File: config.mk
export PLATFORM = sky130hd
export DESIGN_NAME = lbp_window_sched
export DESIGN_NICKNAME = d
export VERILOG_FILES = /design/src/rtl/lbp_pkg.sv /design/src/rtl/lbp_addr_gen.sv /design/src/rtl/lbp_window_sched.sv
export SDC_FILE = /design/constraint.sdc
export NUM_CORES = 1
export LEC_CHECK = 0
export CORE_MARGIN = 2
export CORE_UTILIZATION = 35
export DETAILED_ROUTE_END_ITERATION = 10
export GPL_TIMING_DRIVEN = 0
export SYNTH_ARGS = -nofsm -noshare
export SYNTH_HDL_FRONTEND = slang
export SYNTH_SLANG_ARGS = --single-unit
export TNS_END_PERCENT = 50
File: constraint.sdc
create_clock -name clk -period 10.15 [get_ports clk]
set_clock_uncertainty 0.1 [all_clocks]
set_input_delay 1.015 -clock clk [delete_from_list [all_inputs] [get_ports clk]]
set_output_delay 1.015 -clock clk [all_outputs]
set_load 0.01 [all_outputs]
File: src/rtl/lbp_pkg.sv
// Shared constants, FSM encoding and window-slot helper for the LBP 3x3
// window scheduler.
package lbp_pkg;
  localparam int IMG_W  = 128;
  localparam int IMG_H  = 128;
  localparam int ADDR_W = 14;
  localparam int PIX_W  = 8;
  localparam int WIN_N  = 9;
  localparam int CENTER = 4;

  typedef enum logic [2:0] {
    S_IDLE  = 3'd0,
    S_FILL  = 3'd1,
    S_SHIFT = 3'd2,
    S_WAIT  = 3'd3,
    S_EMIT  = 3'd4,
    S_DONE  = 3'd5
  } state_t;

  // Window slot holding pixel (row, col): rows are stored three slots apart.
  function automatic logic [3:0] win_slot(input logic [1:0] col, input logic [1:0] row);
    return ({2'b00, row} * 4'd3) + {2'b00, col};
  endfunction
endpackage

File: src/rtl/lbp_addr_gen.sv
// Window-center x/y counters and gray-memory read address generation; the
// address is computed from the position the scheduler will occupy next cycle.
module lbp_addr_gen #(
  parameter int IMG_W  = lbp_pkg::IMG_W,
  parameter int IMG_H  = lbp_pkg::IMG_H,
  parameter int ADDR_W = lbp_pkg::ADDR_W
) (
  input  logic              clk,
  input  logic              reset,
  input  logic              init,
  input  logic              step,
  input  logic [1:0]        col_off,
  input  logic [1:0]        row_off,
  output logic [ADDR_W-1:0] rd_addr,
  output logic [ADDR_W-1:0] center_addr,
  output logic              last_col,
  output logic              last_row
);
  import lbp_pkg::*;

  localparam logic [ADDR_W-1:0] W_A    = ADDR_W'(IMG_W);
  localparam logic [ADDR_W-1:0] X_LAST = ADDR_W'(IMG_W - 2);
  localparam logic [ADDR_W-1:0] Y_LAST = ADDR_W'(IMG_H - 2);
  localparam logic [ADDR_W-1:0] ONE    = ADDR_W'(1);

  logic [ADDR_W-1:0] x_r;
  logic [ADDR_W-1:0] y_r;
  logic [ADDR_W-1:0] x_nxt_s;
  logic [ADDR_W-1:0] y_nxt_s;

  assign last_col = (x_r == X_LAST);
  assign last_row = (y_r == Y_LAST);

  // Next center position: restart at (1,1), advance in raster order, or hold.
  always_comb begin
    x_nxt_s = x_r;
    y_nxt_s = y_r;
    if (init) begin
      x_nxt_s = ONE;
      y_nxt_s = ONE;
    end else if (step) begin
      if (last_col) begin
        x_nxt_s = ONE;
        y_nxt_s = y_r + ONE;
      end else begin
        x_nxt_s = x_r + ONE;
        y_nxt_s = y_r;
      end
    end else begin
      x_nxt_s = x_r;
      y_nxt_s = y_r;
    end
  end

  // Offsets are relative to the window's top-left pixel (x-1, y-1).
  assign rd_addr = W_A * (y_nxt_s - ONE + {{(ADDR_W-2){1'b0}}, row_off})
                 + (x_nxt_s - ONE + {{(ADDR_W-2){1'b0}}, col_off});
  assign center_addr = W_A * y_r + x_r;

  // Center counters.
  always_ff @(posedge clk) begin
    if (reset) begin
      x_r <= ONE;
      y_r <= ONE;
    end else begin
      x_r <= x_nxt_s;
      y_r <= y_nxt_s;
    end
  end
endmodule

File: src/rtl/lbp_window_sched.sv
// Raster-order 3x3 window scheduler: fetches pixels from gray memory, keeps a
// sliding window and presents each full window to the LBP datapath.
module lbp_window_sched #(
  parameter int IMG_W  = lbp_pkg::IMG_W,
  parameter int IMG_H  = lbp_pkg::IMG_H,
  parameter int ADDR_W = lbp_pkg::ADDR_W
) (
  input  logic                                      clk,
  input  logic                                      reset,
  input  logic                                      start,
  output logic                                      gray_req,
  output logic [ADDR_W-1:0]                         gray_addr,
  input  logic                                      gray_ready,
  input  logic [lbp_pkg::PIX_W-1:0]                 gray_data,
  output logic                                      win_valid,
  input  logic                                      win_ready,
  output logic [lbp_pkg::WIN_N*lbp_pkg::PIX_W-1:0]  win_data,
  output logic [ADDR_W-1:0]                         win_addr,
  output logic                                      finish,
  output logic                                      busy
);
  import lbp_pkg::*;

  state_t            state_r;
  logic [1:0]        col_r;
  logic [1:0]        row_r;
  logic              pend_r;
  logic [3:0]        pend_slot_r;
  logic [PIX_W-1:0]  win_r [WIN_N];
  logic              gray_req_r;
  logic [ADDR_W-1:0] gray_addr_r;
  logic              win_valid_r;
  logic [ADDR_W-1:0] win_addr_r;
  logic              finish_r;
  logic              busy_r;

  logic              init_s;
  logic              step_s;
  logic [1:0]        nxt_col_s;
  logic [1:0]        nxt_row_s;
  logic [ADDR_W-1:0] rd_addr_s;
  logic [ADDR_W-1:0] center_addr_s;
  logic              last_col_s;
  logic              last_row_s;

  lbp_addr_gen #(
    .IMG_W  (IMG_W),
    .IMG_H  (IMG_H),
    .ADDR_W (ADDR_W)
  ) u_addr_gen (
    .clk         (clk),
    .reset       (reset),
    .init        (init_s),
    .step        (step_s),
    .col_off     (nxt_col_s),
    .row_off     (nxt_row_s),
    .rd_addr     (rd_addr_s),
    .center_addr (center_addr_s),
    .last_col    (last_col_s),
    .last_row    (last_row_s)
  );

  // Select the window cell of the request to present next cycle.
  always_comb begin
    init_s    = 1'b0;
    step_s    = 1'b0;
    nxt_col_s = 2'd0;
    nxt_row_s = 2'd0;
    case (state_r)
      S_IDLE: init_s = start;
      S_FILL: begin
        if (row_r != 2'd2) begin
          nxt_col_s = col_r;
          nxt_row_s = row_r + 2'd1;
        end else if (col_r != 2'd2) begin
          nxt_col_s = col_r + 2'd1;
          nxt_row_s = 2'd0;
        end else begin
          nxt_col_s = 2'd2;
          nxt_row_s = 2'd2;
        end
      end
      S_SHIFT: begin
        nxt_col_s = 2'd2;
        nxt_row_s = (row_r == 2'd2) ? 2'd2 : row_r + 2'd1;
      end
      S_EMIT: begin
        step_s    = win_ready & ~(last_col_s & last_row_s);
        nxt_col_s = last_col_s ? 2'd0 : 2'd2;
        nxt_row_s = 2'd0;
      end
      default: begin
        init_s    = 1'b0;
        step_s    = 1'b0;
        nxt_col_s = 2'd0;
        nxt_row_s = 2'd0;
      end
    endcase
  end

  // Scheduler FSM, window registers and registered handshake outputs.
  always_ff @(posedge clk) begin
    if (reset) begin
      state_r     <= S_IDLE;
      col_r       <= 2'd0;
      row_r       <= 2'd0;
      pend_r      <= 1'b0;
      pend_slot_r <= 4'd0;
      gray_req_r  <= 1'b0;
      gray_addr_r <= {ADDR_W{1'b0}};
      win_valid_r <= 1'b0;
      win_addr_r  <= {ADDR_W{1'b0}};
      finish_r    <= 1'b0;
      busy_r      <= 1'b0;
      for (int i = 0; i < WIN_N; i++) win_r[i] <= {PIX_W{1'b0}};
    end else begin
      finish_r <= 1'b0;
      pend_r   <= gray_req_r & gray_ready;
      case (state_r)
        S_IDLE: begin
          if (start) begin
            state_r     <= S_FILL;
            busy_r      <= 1'b1;
            gray_req_r  <= 1'b1;
            gray_addr_r <= rd_addr_s;
            col_r       <= 2'd0;
            row_r       <= 2'd0;
          end
        end
        S_FILL, S_SHIFT: begin
          if (gray_ready) begin
            pend_slot_r <= win_slot(col_r, row_r);
            if (col_r == 2'd2 && row_r == 2'd2) begin
              gray_req_r <= 1'b0;
              state_r    <= S_WAIT;
            end else begin
              gray_addr_r <= rd_addr_s;
              col_r       <= nxt_col_s;
              row_r       <= nxt_row_s;
            end
          end
        end
        S_WAIT: begin
          state_r     <= S_EMIT;
          win_valid_r <= 1'b1;
          win_addr_r  <= center_addr_s;
        end
        S_EMIT: begin
          if (win_ready) begin
            win_valid_r <= 1'b0;
            if (!last_col_s) begin
              // Slide left by one column; column 2 is refetched in SHIFT.
              for (int r = 0; r < 3; r++) begin
                win_r[3*r]   <= win_r[3*r+1];
                win_r[3*r+1] <= win_r[3*r+2];
              end
              state_r     <= S_SHIFT;
              gray_req_r  <= 1'b1;
              gray_addr_r <= rd_addr_s;
              col_r       <= 2'd2;
              row_r       <= 2'd0;
            end else if (!last_row_s) begin
              state_r     <= S_FILL;
              gray_req_r  <= 1'b1;
              gray_addr_r <= rd_addr_s;
              col_r       <= 2'd0;
              row_r       <= 2'd0;
            end else begin
              state_r  <= S_DONE;
              finish_r <= 1'b1;
              busy_r   <= 1'b0;
            end
          end
        end
        S_DONE: state_r <= S_IDLE;
        default: state_r <= S_IDLE;
      endcase
      if (pend_r) win_r[pend_slot_r] <= gray_data;
    end
  end

  // Pack the window registers onto the output bus.
  always_comb begin
    win_data = {(WIN_N*PIX_W){1'b0}};
    for (int i = 0; i < WIN_N; i++) win_data[PIX_W*i +: PIX_W] = win_r[i];
  end

  assign gray_req  = gray_req_r;
  assign gray_addr = gray_addr_r;
  assign win_valid = win_valid_r;
  assign win_addr  = win_addr_r;
  assign finish    = finish_r;
  assign busy      = busy_r;
endmodule
==> impl_results.md <==
* Tightest slew margin relative to the limit at between 30 and 40%
* Largest stage delay on the critical path at 540 ps
* Final wirelength at 19200 microns
* Commonest cells after routing, fill and taps aside: 170 x nand2_1, 108 x clkdlybuf4s50_1, 76 x nor2_1, 72 x dfxtp_1, 72 x edfxtp_1
* CTS Root Buffer Type: clkbuf_16
* Floorplan die height at 152 microns
* Largest net degree at the start of global routing at 17
* Clock buffer depth at 2
* Post-CTS Hold Fix Bufs at 0
* Most frequently used flop master after synthesis: edfxtp_1
* IO Port Bufs at ~110
* Half-perimeter wire length of the detailed placement result at between 10000 and 15000 microns
* Number of post-CTS setup repair buffers at 0
* Clock tree from TritonCTS: done
* Post-synthesis cell area at 7690 sq um
* Count of nets left with antenna violations after detail routing at 0
* First-pass GRT wire length at 30800 microns
* Number of different library cells in the post-synthesis netlist at 56
* Mux cell area share after synthesis at 2.62%
* Pin slew with the least headroom to its limit at 999 ps
* Maximum clock frequency at 187 MHz
* Number of search-and-repair iterations in the first detailed-routing pass at 5
* Adder and majority cell fraction of the synthesized area at 8.30%
* Total Neg Setup Slack at 0 ps
* Part of the cycle the worst path needs at between 50 and 60%
* Synthesis Warnings at 0
* Net count, final at approximately 1000
* Horizontal die dimension at 152 microns
* Async set-reset flop share out of synthesis at 0%
* R2R depth at 22
* Via count of the first global-routing pass at 5909
* Number of endpoints failing setup at the final stage at 0
* Die Area at 23200 sq um
* Number of slew-limit violations in the final report at 0
* Vias per Instance at 4.85
* Ant diodes at 0
* Shortest period the worst path allows at 5350 ps
* Hold depth at 2
* Total of cells resized after clock tree synthesis at 0
* H-tree levels at 4
* Post-route DRC violation count at 0
* Fraction of the mapped netlist area in compound gates at approximately 10%
* Leading cell type in the layout, fill and taps excluded: nand2_1
* Data arrival time of the worst path at 5550 ps
* Number of instances in the synthesized netlist at around 840
* Kind of cell adding the most delay to the critical path: adder cells
* Clock sink count at 144
* Crit path max-delay cell type: or4_1
* Run status: finished, final reports clean
* Slack of the critical path at 4800 ps
* Area taken by flip-flops and latches at 3600 sq um
* Post-DR wirelength/cell at approximately 15 microns
* Power Density at 210 nW/um^2
* Data required time of the critical path at 10350 ps
* Seq/Total Area, Yosys at 46.8%
* Floorplan row count at 54
* Main combinational cell family by area after synthesis: simple AND/OR/NAND/NOR gates
* Total vias in the final route at 6132
* Post-synth EDFFs at slightly above 70
* Worst path buffer plus inverter count at 5
* Crit-path most repeated cell: ha_1
* Initial standard-cell utilization of the core at between 30% and 40%
* Number of filler instances in the final layout at slightly above 2000
* Kind of end point of the critical path: register
* Layout cells sized above 1 at 5.69%
* Worst setup slack before clock tree synthesis at 4600 ps
* Post-synthesis simple-gate area fraction at 22.2%
* Cell depth of the worst setup path at 22
* Unrepaired setup endpoints after global routing: false
* Avg Cell Area, Syn at 9.11 sq um
* Initial antenna violation count at 0
* Final weighted congestion in routability-driven placement at 0.818
* Clock insertion delay at the later pin of the skew report at ~430 ps
* Nature of the critical path startpoint: register
* Kind of critical path: reg2reg
* Clock-pin slew on the worst setup and hold paths at 70 ps
* Clock buffer count from CTS at 17
* Area of the multi-input gates at 3720 sq um
* Core area at between 20000 and 25000 sq um
* Path class of the lowest-slack min-delay path: reg2reg
* Congestion Overflow GR at 0
* Parity-gate share of the synthesized area counting xor and xnor cells at 5.07%
* Final hold violation count at 0
* Global-route usage over all layers at approximately 17%
* Critical-path cell list: inv_1 -> ha_1 -> or3b_2 -> or4_1 -> buf_6 -> nor3_4 -> mux2i_1 -> nand2_1 -> ha_1 -> inv_1 -> ha_1 -> fa_1 -> inv_1 -> ha_1 -> inv_1 -> ha_1 -> and2_1 -> a31o_2 -> a211oi_1 -> xnor2_1 -> mux2i_1 -> nor2_1
* Largest driver fanout on the critical path at 10
* Peak supply drop at 0.140 mV
* Synth-to-Final Area Change at 26.2%
* Boundary pin count at 117
* Static Leak at between 3 and 4 nW
* Max Cap Viol at 0
* Total nets after synthesis at 905
* Detailed Route Iter0 Violations at between 300 and 400
* Number of synthesized register bits at 144
## sequential cells by signal (all words and copies together), names as in the netlist, 2 cells and up
name and count:
win_addr 14, u_addr_gen.x_r 14, u_addr_gen.y_r 14, state_r 3
win_r 72, pend_slot_r 4, gray_addr 14, col_r 2
row_r 2
## tightest hold or removal path: stages, from the launching register on
cell and delay, ps:
dfxtp_1 320, nand2_1 50, a21oi_1 50
## synth_stat cells, types with 11 or more instances
library cell,instances,area share (%)
nor2_1,76,3.7
mux2i_1,19,2.5
nand3_1,14,0.91
inv_1,50,2.4
ha_1,43,7.0
and2_1,28,2.3
o21ai_0,63,4.1
a21oi_1,35,2.3
xor2_1,17,1.9
nand2_1,170,8.3
dfxtp_1,72,19
xnor2_1,25,2.8
nor3_1,13,0.85
edfxtp_1,72,28
or2_2,11,0.89
clkbuf_1,21,1.0
## final timing paths
check                          from            end  slack, ps
setup / recovery  u_addr_gen.x_r[0]  gray_addr[10]       4800
hold reg to reg        win_addr[12]   win_addr[12]        360
setup reg to reg  u_addr_gen.x_r[0]  gray_addr[10]       4800
hold / removal         win_addr[12]   win_addr[12]        360
## layout make-up
class	count	share of cell area (%)
clock inverters	15	1.64
repair buffers	108	11.1
plain buffers	36	1.87
flip-flops and latches	144	37.1
inverters	51	1.97
well taps	280	3.61
multi-input cells	613	38.3
clock buffers	17	4.38
## routing by layer
metal | track usage [%] | wire (microns) | up-vias
met2 | 28.7 | 9040 | 199
met5 | 0 | 0 | -
met1 | 21.0 | 8660 | 2767
met4 | 5.96 | 366 | 0
li1 | - | - | 3133
met3 | 3.50 | 1120 | 33
## kinds of logic (layout without fill, tap and decap cells)
family | Yosys count | after routing
xor+xnor | 43 | 43
compound gates | 135 | 135
buf+inv | 87 | 227
flops | 144 | 144
simple gates | 367 | 367
fa+ha+maj | 48 | 48
mux | 20 | 20
## stage by stage
stage          power (mW)  utilization (%)  instances  hold slack (ps)  cell area [sq um]
3_5_place_dp         1.42             42.1       1232              349               9120
5_1_grt              2.17             44.8       1264              389               9710
2_1_floorplan        1.20                -        844              345               7690
4_1_cts              2.05             44.8       1264              363               9710
6_report             2.04             44.8       1264              363               9710
3_3_place_gp         1.41             42.1       1232              344               9120
## power breakdown
part | total, mW | leakage [nW] | internal [mW] | switching, mW
clock network | 0.632 | 0.287 | 0.350 | 0.283
logic | 0.690 | 2.16 | 0.328 | 0.362
registers | 0.716 | 1.33 | 0.679 | 0.0364
total | 2.04 | 3.78 | 1.36 | 0.681
No activity file was read; power rests on OpenSTA's default activity.
